`src/rtl/uart_pkg.sv`:
```
// uart_pkg: register offsets, STATUS bit positions, FSM states and divider limits shared by the UART
package uart_pkg;

    localparam logic [1:0] REG_DATA   = 2'd0;
    localparam logic [1:0] REG_STATUS = 2'd1;
    localparam logic [1:0] REG_DIV    = 2'd2;
    localparam logic [1:0] REG_RSVD   = 2'd3;

    localparam int ST_TX_BUSY      = 0;
    localparam int ST_RX_VALID     = 1;
    localparam int ST_RX_OVERRUN   = 2;
    localparam int ST_RX_FRAME_ERR = 3;

    localparam logic [15:0] MIN_DIV = 16'd4;

    typedef enum logic [1:0] {
        S_IDLE,
        S_START,
        S_DATA,
        S_STOP
    } uart_state_e;

    function automatic logic [15:0] clamp_div(input logic [15:0] d);
        return (d < MIN_DIV) ? MIN_DIV : d;
    endfunction

endpackage

```
`src/rtl/wb_uart_rx.sv`:
```
// wb_uart_rx: synchronised 8N1 receiver emitting the assembled byte with store and frame-error strobes
module wb_uart_rx
    import uart_pkg::*;
(
    input  logic        clk_i,
    input  logic        rst_ni,
    input  logic        rx_i,
    input  logic [15:0] div_i,
    output logic [7:0]  byte_o,
    output logic        store_o,
    output logic        frame_err_o
);

    logic        sync1_q, sync2_q, prev_q;
    uart_state_e state_q, state_d;
    logic [15:0] cnt_q, cnt_d;
    logic [15:0] div_q, div_d;
    logic [2:0]  bit_q, bit_d;
    logic [7:0]  sh_q, sh_d;
    logic        bit_end, half_end;

    assign bit_end  = cnt_q == div_q - 16'd1;
    assign half_end = cnt_q == (div_q >> 1) - 16'd1;
    assign byte_o   = sh_q;

    // two-flop synchroniser plus one extra stage to spot the falling start edge
    always_ff @(posedge clk_i or negedge rst_ni) begin
        if (!rst_ni) begin
            sync1_q <= 1'b1;
            sync2_q <= 1'b1;
            prev_q  <= 1'b1;
        end else begin
            sync1_q <= rx_i;
            sync2_q <= sync1_q;
            prev_q  <= sync2_q;
        end
    end

    // receiver state register
    always_ff @(posedge clk_i or negedge rst_ni) begin
        if (!rst_ni) begin
            state_q <= S_IDLE;
            cnt_q   <= '0;
            div_q   <= '0;
            bit_q   <= '0;
            sh_q    <= '0;
        end else begin
            state_q <= state_d;
            cnt_q   <= cnt_d;
            div_q   <= div_d;
            bit_q   <= bit_d;
            sh_q    <= sh_d;
        end
    end

    // start detection, mid-start recheck, data sampling and stop-bit verdict
    always_comb begin
        state_d     = state_q;
        cnt_d       = cnt_q;
        div_d       = div_q;
        bit_d       = bit_q;
        sh_d        = sh_q;
        store_o     = 1'b0;
        frame_err_o = 1'b0;
        case (state_q)
            S_IDLE: begin
                if (prev_q && !sync2_q) begin
                    state_d = S_START;
                    cnt_d   = '0;
                    div_d   = div_i;
                end
            end
            S_START: begin
                if (half_end) begin
                    cnt_d   = '0;
                    bit_d   = '0;
                    state_d = sync2_q ? S_IDLE : S_DATA;
                end else begin
                    cnt_d = cnt_q + 16'd1;
                end
            end
            S_DATA: begin
                if (bit_end) begin
                    cnt_d = '0;
                    sh_d  = {sync2_q, sh_q[7:1]};
                    bit_d = bit_q + 3'd1;
                    if (bit_q == 3'd7) state_d = S_STOP;
                end else begin
                    cnt_d = cnt_q + 16'd1;
                end
            end
            S_STOP: begin
                if (bit_end) begin
                    state_d     = S_IDLE;
                    cnt_d       = '0;
                    store_o     = sync2_q;
                    frame_err_o = !sync2_q;
                end else begin
                    cnt_d = cnt_q + 16'd1;
                end
            end
            default: state_d = S_IDLE;
        endcase
    end

endmodule

```
`src/rtl/wb_uart_lite.sv`:
```
// wb_uart_lite: Wishbone-attached 8N1 UART with DATA, STATUS and DIV registers and an rx_valid interrupt
module wb_uart_lite
    import uart_pkg::*;
#(
    parameter int CLK_FREQ = 25_000_000,
    parameter int BAUDRATE = 115200
) (
    input  logic        clk_i,
    input  logic        rst_ni,
    input  logic [31:0] wb_addr_i,
    input  logic [31:0] wb_wdata_i,
    output logic [31:0] wb_rdata_o,
    input  logic        wb_wr_en_i,
    input  logic [3:0]  wb_byte_en_i,
    input  logic        wb_stb_i,
    input  logic        wb_cyc_i,
    output logic        wb_ack_o,
    output logic        uart_tx_o,
    input  logic        uart_rx_i,
    output logic        irq_o
);

    localparam logic [15:0] DEFAULT_DIV = 16'(CLK_FREQ / BAUDRATE);

    logic        ack_q;
    logic [15:0] div_q, div_d;
    logic [7:0]  rx_byte_q, rx_byte_d;
    logic        rx_valid_q, rx_valid_d;
    logic        rx_ovr_q, rx_ovr_d;
    logic        rx_ferr_q, rx_ferr_d;

    uart_state_e tx_state_q, tx_state_d;
    logic [15:0] tx_cnt_q, tx_cnt_d;
    logic [15:0] tx_div_q, tx_div_d;
    logic [2:0]  tx_bit_q, tx_bit_d;
    logic [7:0]  tx_sh_q, tx_sh_d;
    logic        tx_q, tx_d;

    logic [1:0]  reg_sel;
    logic        access, acc_wr, acc_rd;
    logic        tx_start, rx_read, status_wr, div_wr;
    logic        tx_busy, tx_bit_end;
    logic [3:0]  status;
    logic [15:0] div_wdata;
    logic [7:0]  rx_byte;
    logic        rx_store, rx_ferr;
    logic        unused_bits;

    assign unused_bits = ^{wb_addr_i[31:4], wb_addr_i[1:0], wb_wdata_i[31:16], wb_byte_en_i[3:2]};

    // the ack cycle is the single point where a bus access takes effect
    assign reg_sel   = wb_addr_i[3:2];
    assign access    = ack_q && wb_cyc_i && wb_stb_i;
    assign acc_wr    = access && wb_wr_en_i;
    assign acc_rd    = access && !wb_wr_en_i;
    assign tx_busy   = tx_state_q != S_IDLE;
    assign tx_start  = acc_wr && reg_sel == REG_DATA && wb_byte_en_i[0] && !tx_busy;
    assign rx_read   = acc_rd && reg_sel == REG_DATA;
    assign status_wr = acc_wr && reg_sel == REG_STATUS && wb_byte_en_i[0];
    assign div_wr    = acc_wr && reg_sel == REG_DIV && |wb_byte_en_i[1:0];
    assign div_wdata = {wb_byte_en_i[1] ? wb_wdata_i[15:8] : div_q[15:8],
                        wb_byte_en_i[0] ? wb_wdata_i[7:0]  : div_q[7:0]};
    assign tx_bit_end = tx_cnt_q == tx_div_q - 16'd1;

    assign wb_ack_o  = ack_q;
    assign uart_tx_o = tx_q;
    assign irq_o     = rx_valid_q;

    wb_uart_rx u_rx (
        .clk_i       (clk_i),
        .rst_ni      (rst_ni),
        .rx_i        (uart_rx_i),
        .div_i       (div_q),
        .byte_o      (rx_byte),
        .store_o     (rx_store),
        .frame_err_o (rx_ferr)
    );

    // assemble STATUS and drive read data only while acknowledging
    always_comb begin
        status                  = '0;
        status[ST_TX_BUSY]      = tx_busy;
        status[ST_RX_VALID]     = rx_valid_q;
        status[ST_RX_OVERRUN]   = rx_ovr_q;
        status[ST_RX_FRAME_ERR] = rx_ferr_q;
        wb_rdata_o = !ack_q                ? 32'd0 :
                     reg_sel == REG_DATA   ? {24'd0, rx_byte_q} :
                     reg_sel == REG_STATUS ? {28'd0, status} :
                     reg_sel == REG_DIV    ? {16'd0, div_q} : 32'd0;
    end

    // register file next state; a byte store beats a simultaneous DATA read and set beats clear
    always_comb begin
        div_d      = div_wr ? clamp_div(div_wdata) : div_q;
        rx_byte_d  = rx_store ? rx_byte : rx_byte_q;
        rx_valid_d = rx_store ? 1'b1 : rx_read ? 1'b0 : rx_valid_q;
        rx_ovr_d   = (rx_store && rx_valid_q && !rx_read) ||
                     (rx_ovr_q && !(status_wr && wb_wdata_i[ST_RX_OVERRUN]));
        rx_ferr_d  = rx_ferr || (rx_ferr_q && !(status_wr && wb_wdata_i[ST_RX_FRAME_ERR]));
    end

    // bus acknowledge and register file state
    always_ff @(posedge clk_i or negedge rst_ni) begin
        if (!rst_ni) begin
            ack_q      <= 1'b0;
            div_q      <= DEFAULT_DIV;
            rx_byte_q  <= '0;
            rx_valid_q <= 1'b0;
            rx_ovr_q   <= 1'b0;
            rx_ferr_q  <= 1'b0;
        end else begin
            ack_q      <= wb_cyc_i && wb_stb_i && !ack_q;
            div_q      <= div_d;
            rx_byte_q  <= rx_byte_d;
            rx_valid_q <= rx_valid_d;
            rx_ovr_q   <= rx_ovr_d;
            rx_ferr_q  <= rx_ferr_d;
        end
    end

    // transmitter next state: start, eight data bits LSB first, stop, each lasting the latched divider
    always_comb begin
        tx_state_d = tx_state_q;
        tx_cnt_d   = tx_cnt_q;
        tx_div_d   = tx_div_q;
        tx_bit_d   = tx_bit_q;
        tx_sh_d    = tx_sh_q;
        tx_d       = tx_q;
        case (tx_state_q)
            S_IDLE: begin
                tx_d = 1'b1;
                if (tx_start) begin
                    tx_state_d = S_START;
                    tx_cnt_d   = '0;
                    tx_div_d   = div_q;
                    tx_sh_d    = wb_wdata_i[7:0];
                    tx_d       = 1'b0;
                end
            end
            S_START: begin
                if (tx_bit_end) begin
                    tx_state_d = S_DATA;
                    tx_cnt_d   = '0;
                    tx_bit_d   = '0;
                    tx_d       = tx_sh_q[0];
                    tx_sh_d    = tx_sh_q >> 1;
                end else begin
                    tx_cnt_d = tx_cnt_q + 16'd1;
                end
            end
            S_DATA: begin
                if (tx_bit_end) begin
                    tx_cnt_d = '0;
                    tx_bit_d = tx_bit_q + 3'd1;
                    if (tx_bit_q == 3'd7) begin
                        tx_state_d = S_STOP;
                        tx_d       = 1'b1;
                    end else begin
                        tx_d    = tx_sh_q[0];
                        tx_sh_d = tx_sh_q >> 1;
                    end
                end else begin
                    tx_cnt_d = tx_cnt_q + 16'd1;
                end
            end
            S_STOP: begin
                if (tx_bit_end) begin
                    tx_state_d = S_IDLE;
                    tx_cnt_d   = '0;
                end else begin
                    tx_cnt_d = tx_cnt_q + 16'd1;
                end
            end
            default: tx_state_d = S_IDLE;
        endcase
    end

    // transmitter state register; reset forces the line idle-high at once
    always_ff @(posedge clk_i or negedge rst_ni) begin
        if (!rst_ni) begin
            tx_state_q <= S_IDLE;
            tx_cnt_q   <= '0;
            tx_div_q   <= '0;
            tx_bit_q   <= '0;
            tx_sh_q    <= '0;
            tx_q       <= 1'b1;
        end else begin
            tx_state_q <= tx_state_d;
            tx_cnt_q   <= tx_cnt_d;
            tx_div_q   <= tx_div_d;
            tx_bit_q   <= tx_bit_d;
            tx_sh_q    <= tx_sh_d;
            tx_q       <= tx_d;
        end
    end

endmodule

```
`config.mk`:
```
export PLATFORM = sky130hd
export DESIGN_NAME = wb_uart_lite
export DESIGN_NICKNAME = d
export VERILOG_FILES = /design/src/rtl/uart_pkg.sv /design/src/rtl/wb_uart_rx.sv /design/src/rtl/wb_uart_lite.sv
export SDC_FILE = /design/constraint.sdc
export NUM_CORES = 1
export LEC_CHECK = 0
export BUFFER_PORTS_ARGS = -buffer_cell sky130_fd_sc_hd__buf_2
export CORE_AREA = 2 2 145 147
export CTS_CLUSTER_SIZE = 20
export DETAILED_ROUTE_END_ITERATION = 8
export DIE_AREA = 0 0 147 149
export GPL_TIMING_DRIVEN = 0
export MAX_ROUTING_LAYER = met4
export SETUP_SLACK_MARGIN = 0.02
export SLEW_MARGIN = 10
export SYNTH_ARGS = -nofsm -noshare
export SYNTH_HDL_FRONTEND = slang
export SYNTH_SLANG_ARGS = --single-unit
```
`constraint.sdc`:
```
create_clock -name clk_i -period 8.4 [get_ports clk_i]
set_input_delay 1.68 -clock clk_i [delete_from_list [all_inputs] [get_ports clk_i]]
set_output_delay 1.68 -clock clk_i [all_outputs]
set_load 0.01 [all_outputs]
```
==> metrics.txt <==
cts hold-fix bufs 0; worst hold path class reg -> reg; # IOs 109; core area 0.0206 mm²; CTS Sinks 122; Power per Cell Area 235 mW/mm²; Routed Antenna Nets 0; die extent in y 149 µm; Worst Tran Pin Value 746 ps; Hold Vio Cnt, Final 0; Die X 147 µm; setup violators final 0; CTS buffer count 17; post-synthesis async set-or-reset flop share 100%; Yosys top cell area share 36.3%; WL final 18600 µm; leak pwr 4.26 nW; Fin Hold WS 355 ps; internal power 0.00141 W; area of the mapped netlist 0.00779 mm²; CTS tree done; crit path DAT 3140 ps; Vias/cell 5.26; synth top area cells dfrtp_1, mux2_2, xor2_1; vias in the first global route 5908; top achievable clock speed 207 MHz; Syn-to-layout area delta 16.3%; Clock Path Buffers 2; Pre-Repair DR Iteration Count 5; CP Max Fanout 10; Reg power frac 32.0%; root buffer cell clkbuf_16; All-Layer GR Usage 18.3%; DR iter-0 viols 346; Post-synth EDFFs 0; Cells after Synth 800; total global routing overflow 0; Die Area 0.0219 mm²; Final min period 4820 ps; Pins Over Slew Limit 0; Critical Path End Type output pin; PortBufs 41; clk_skew 9.50 ps; DRC viols 0; Comb pwr share 31.2%; pre-CTS setup slack 3620 ps; Overall Power 0.00213 W; Crit Path Class in -> out; yosys warns 0; Final Wtd Congestion 0.909; layout cells sized above 1 23.1%; Slew HR 50.2%; register area share after synthesis 39.3%; P_sw 0.000723 W; period utilization 57.4%; Worst Path Required 6720 ps; VDD IR-drop max 0.000163 V; startpoint type of the worst setup path input port; outcome finished, final reports clean; insertion delay to the later sink of the worst-skew pair 420 ps; H-tree lvl count 4; Filler cells 2019; final setup margin 3580 ps; Top FF cell, synth dfrtp_1; DR WL/cell 16.0 µm; clk slew on worst S/H paths 50 ps; global-route wire length before repair 31200 µm; max-cap violations 0; cts repair resizes 0; vias 6126; largest net degree at the start of global routing 87; starting density of the core 37.9%; Clock Power Share 36.8%; Nets 968; Avg Cell Area, Syn 9.74 µm²; RSZ-0062 raised after global routing no; area leader, netlist dfrtp_1; flops & latches, synth 122; HPWL after detailed placement 13500 µm; site row count 53; Final TNS setup 0 ps; Yosys cell types 77; setup bufs post-CTS 0; Sw Share 33.9%; initial antenna violation count 0; ant diodes 0
==> power groups by stage <==
stage	Clock, W	Combinational (W)	Sequential (W)
6_report	0.000785	0.000665	0.000682
3_5_place_dp	0	0.000657	0.000691
3_3_place_gp	0	0.000649	0.000690
5_1_grt	0.000829	0.000739	0.000688
2_1_floorplan	0	0.000507	0.000673
4_1_cts	0.000798	0.000661	0.000681
==> stage by stage <==
stage,cells,utilization [%],area [µm²]
global placement,1131,40.9,8400
detailed placement,1132,41.0,8430
CTS,1164,44.1,9060
finish,1164,44.1,9060
floorplan,815,-,7850
global route,1164,44.1,9060
==> cells in the mapped netlist (5+ instances only) <==
cell type and instances:
dfstp_2 9, nor3b_1 12, buf_4 16, or3_1 5
o211ai_1 6, a21oi_1 19, ha_1 18, nand3_1 22
mux2i_1 21, nor3_1 18, nand4_1 15, xor2_1 32
and4_1 7, a22oi_1 5, nor2b_1 9, and3_1 19
nor4_1 14, nand2_1 73, nor2_1 46, xnor2_1 28
clkbuf_1 33, and2_1 6, dfrtp_1 113, a22o_1 5
inv_1 27, a31oi_1 11, o21ai_0 43, mux2_2 75
nand2b_1 8
==> flip-flops by register name, indices dropped and copies added, names as in the netlist, 2 cells and up, named ones only <==
signal       cells
u_rx.div_q      16
tx_bit_q         3
rx_byte_q        8
tx_state_q       2
tx_div_q        16
u_rx.cnt_q      16
u_rx.byte_o      8
tx_sh_q          8
tx_cnt_q        16
div_q           16
u_rx.bit_q       3
==> placed cells by master, fill, tap and decap left out, drive strengths merged, types with 15 or more instances in the layout <==
master,instances
dfrtp,113
mux2,75
nand2,73
buf,67
clkbuf,54
nor2,46
o21ai,46
xor2,32
xnor2,28
inv,28
nand3,23
mux2i,21
nor3,21
and3,19
a21oi,19
ha,18
conb,16
nor4,16
nand4,15
==> path summary, 6_finish.rpt <==
check,cells past startpoint,slack (ps),start,end
min in group asynchronous,1,1160,rst_ni,u_rx.state_q[0]$_DFFE_PN0P_
max in group asynchronous,2,6460,rst_ni,uart_tx_o$_DFFE_PN1P_
setup / recovery,6,3580,wb_addr_i[3],wb_rdata_o[7]
setup reg to reg,11,4820,tx_div_q[0]$_DFFE_PN0P_,tx_cnt_q[11]$_DFFE_PN0P_
hold reg to reg,0,360,u_rx.sync1_q$_DFF_PN1_,u_rx.sync2_q$_DFF_PN1_
hold / removal,0,360,u_rx.sync1_q$_DFF_PN1_,u_rx.sync2_q$_DFF_PN1_
==> worst max-delay path, cell delays in order <==
cell      delay, ps
buf_2           100
clkbuf_1        360
clkbuf_1        450
mux2i_1         340
nor2_1           60
buf_2           140
==> cell families after synthesis <==
family	Yosys count	synth area share, %
and+or+nand+nor	287	20.7
muxes	96	13.5
AOI/OAI and AO/OA	130	11.4
xor gates and xnor gates	60	6.74
other	1	0.0481
DFF	122	39.3
adders and majority gates	18	2.89
buffers and inverters	86	5.36
==> per-layer routing <==
metal	part of all wire (%)	track usage, %
met3	4.4	3.21
met2	43	26.7
met1	51	26.1
met4	1.7	5.72
met5	0	-
==> final cells by class <==
class,instances,area [µm²],area share [%]
plain buffers,59,317,3.49
well taps,275,344,3.80
multi-input cells,607,4370,48.2
repair buffers,42,239,2.64
flip-flops and latches,122,3060,33.8
clock buffers,20,457,5.04
inverters,27,101,1.12
clock inverters,12,171,1.89
No activity file was read; power rests on OpenSTA's default activity.
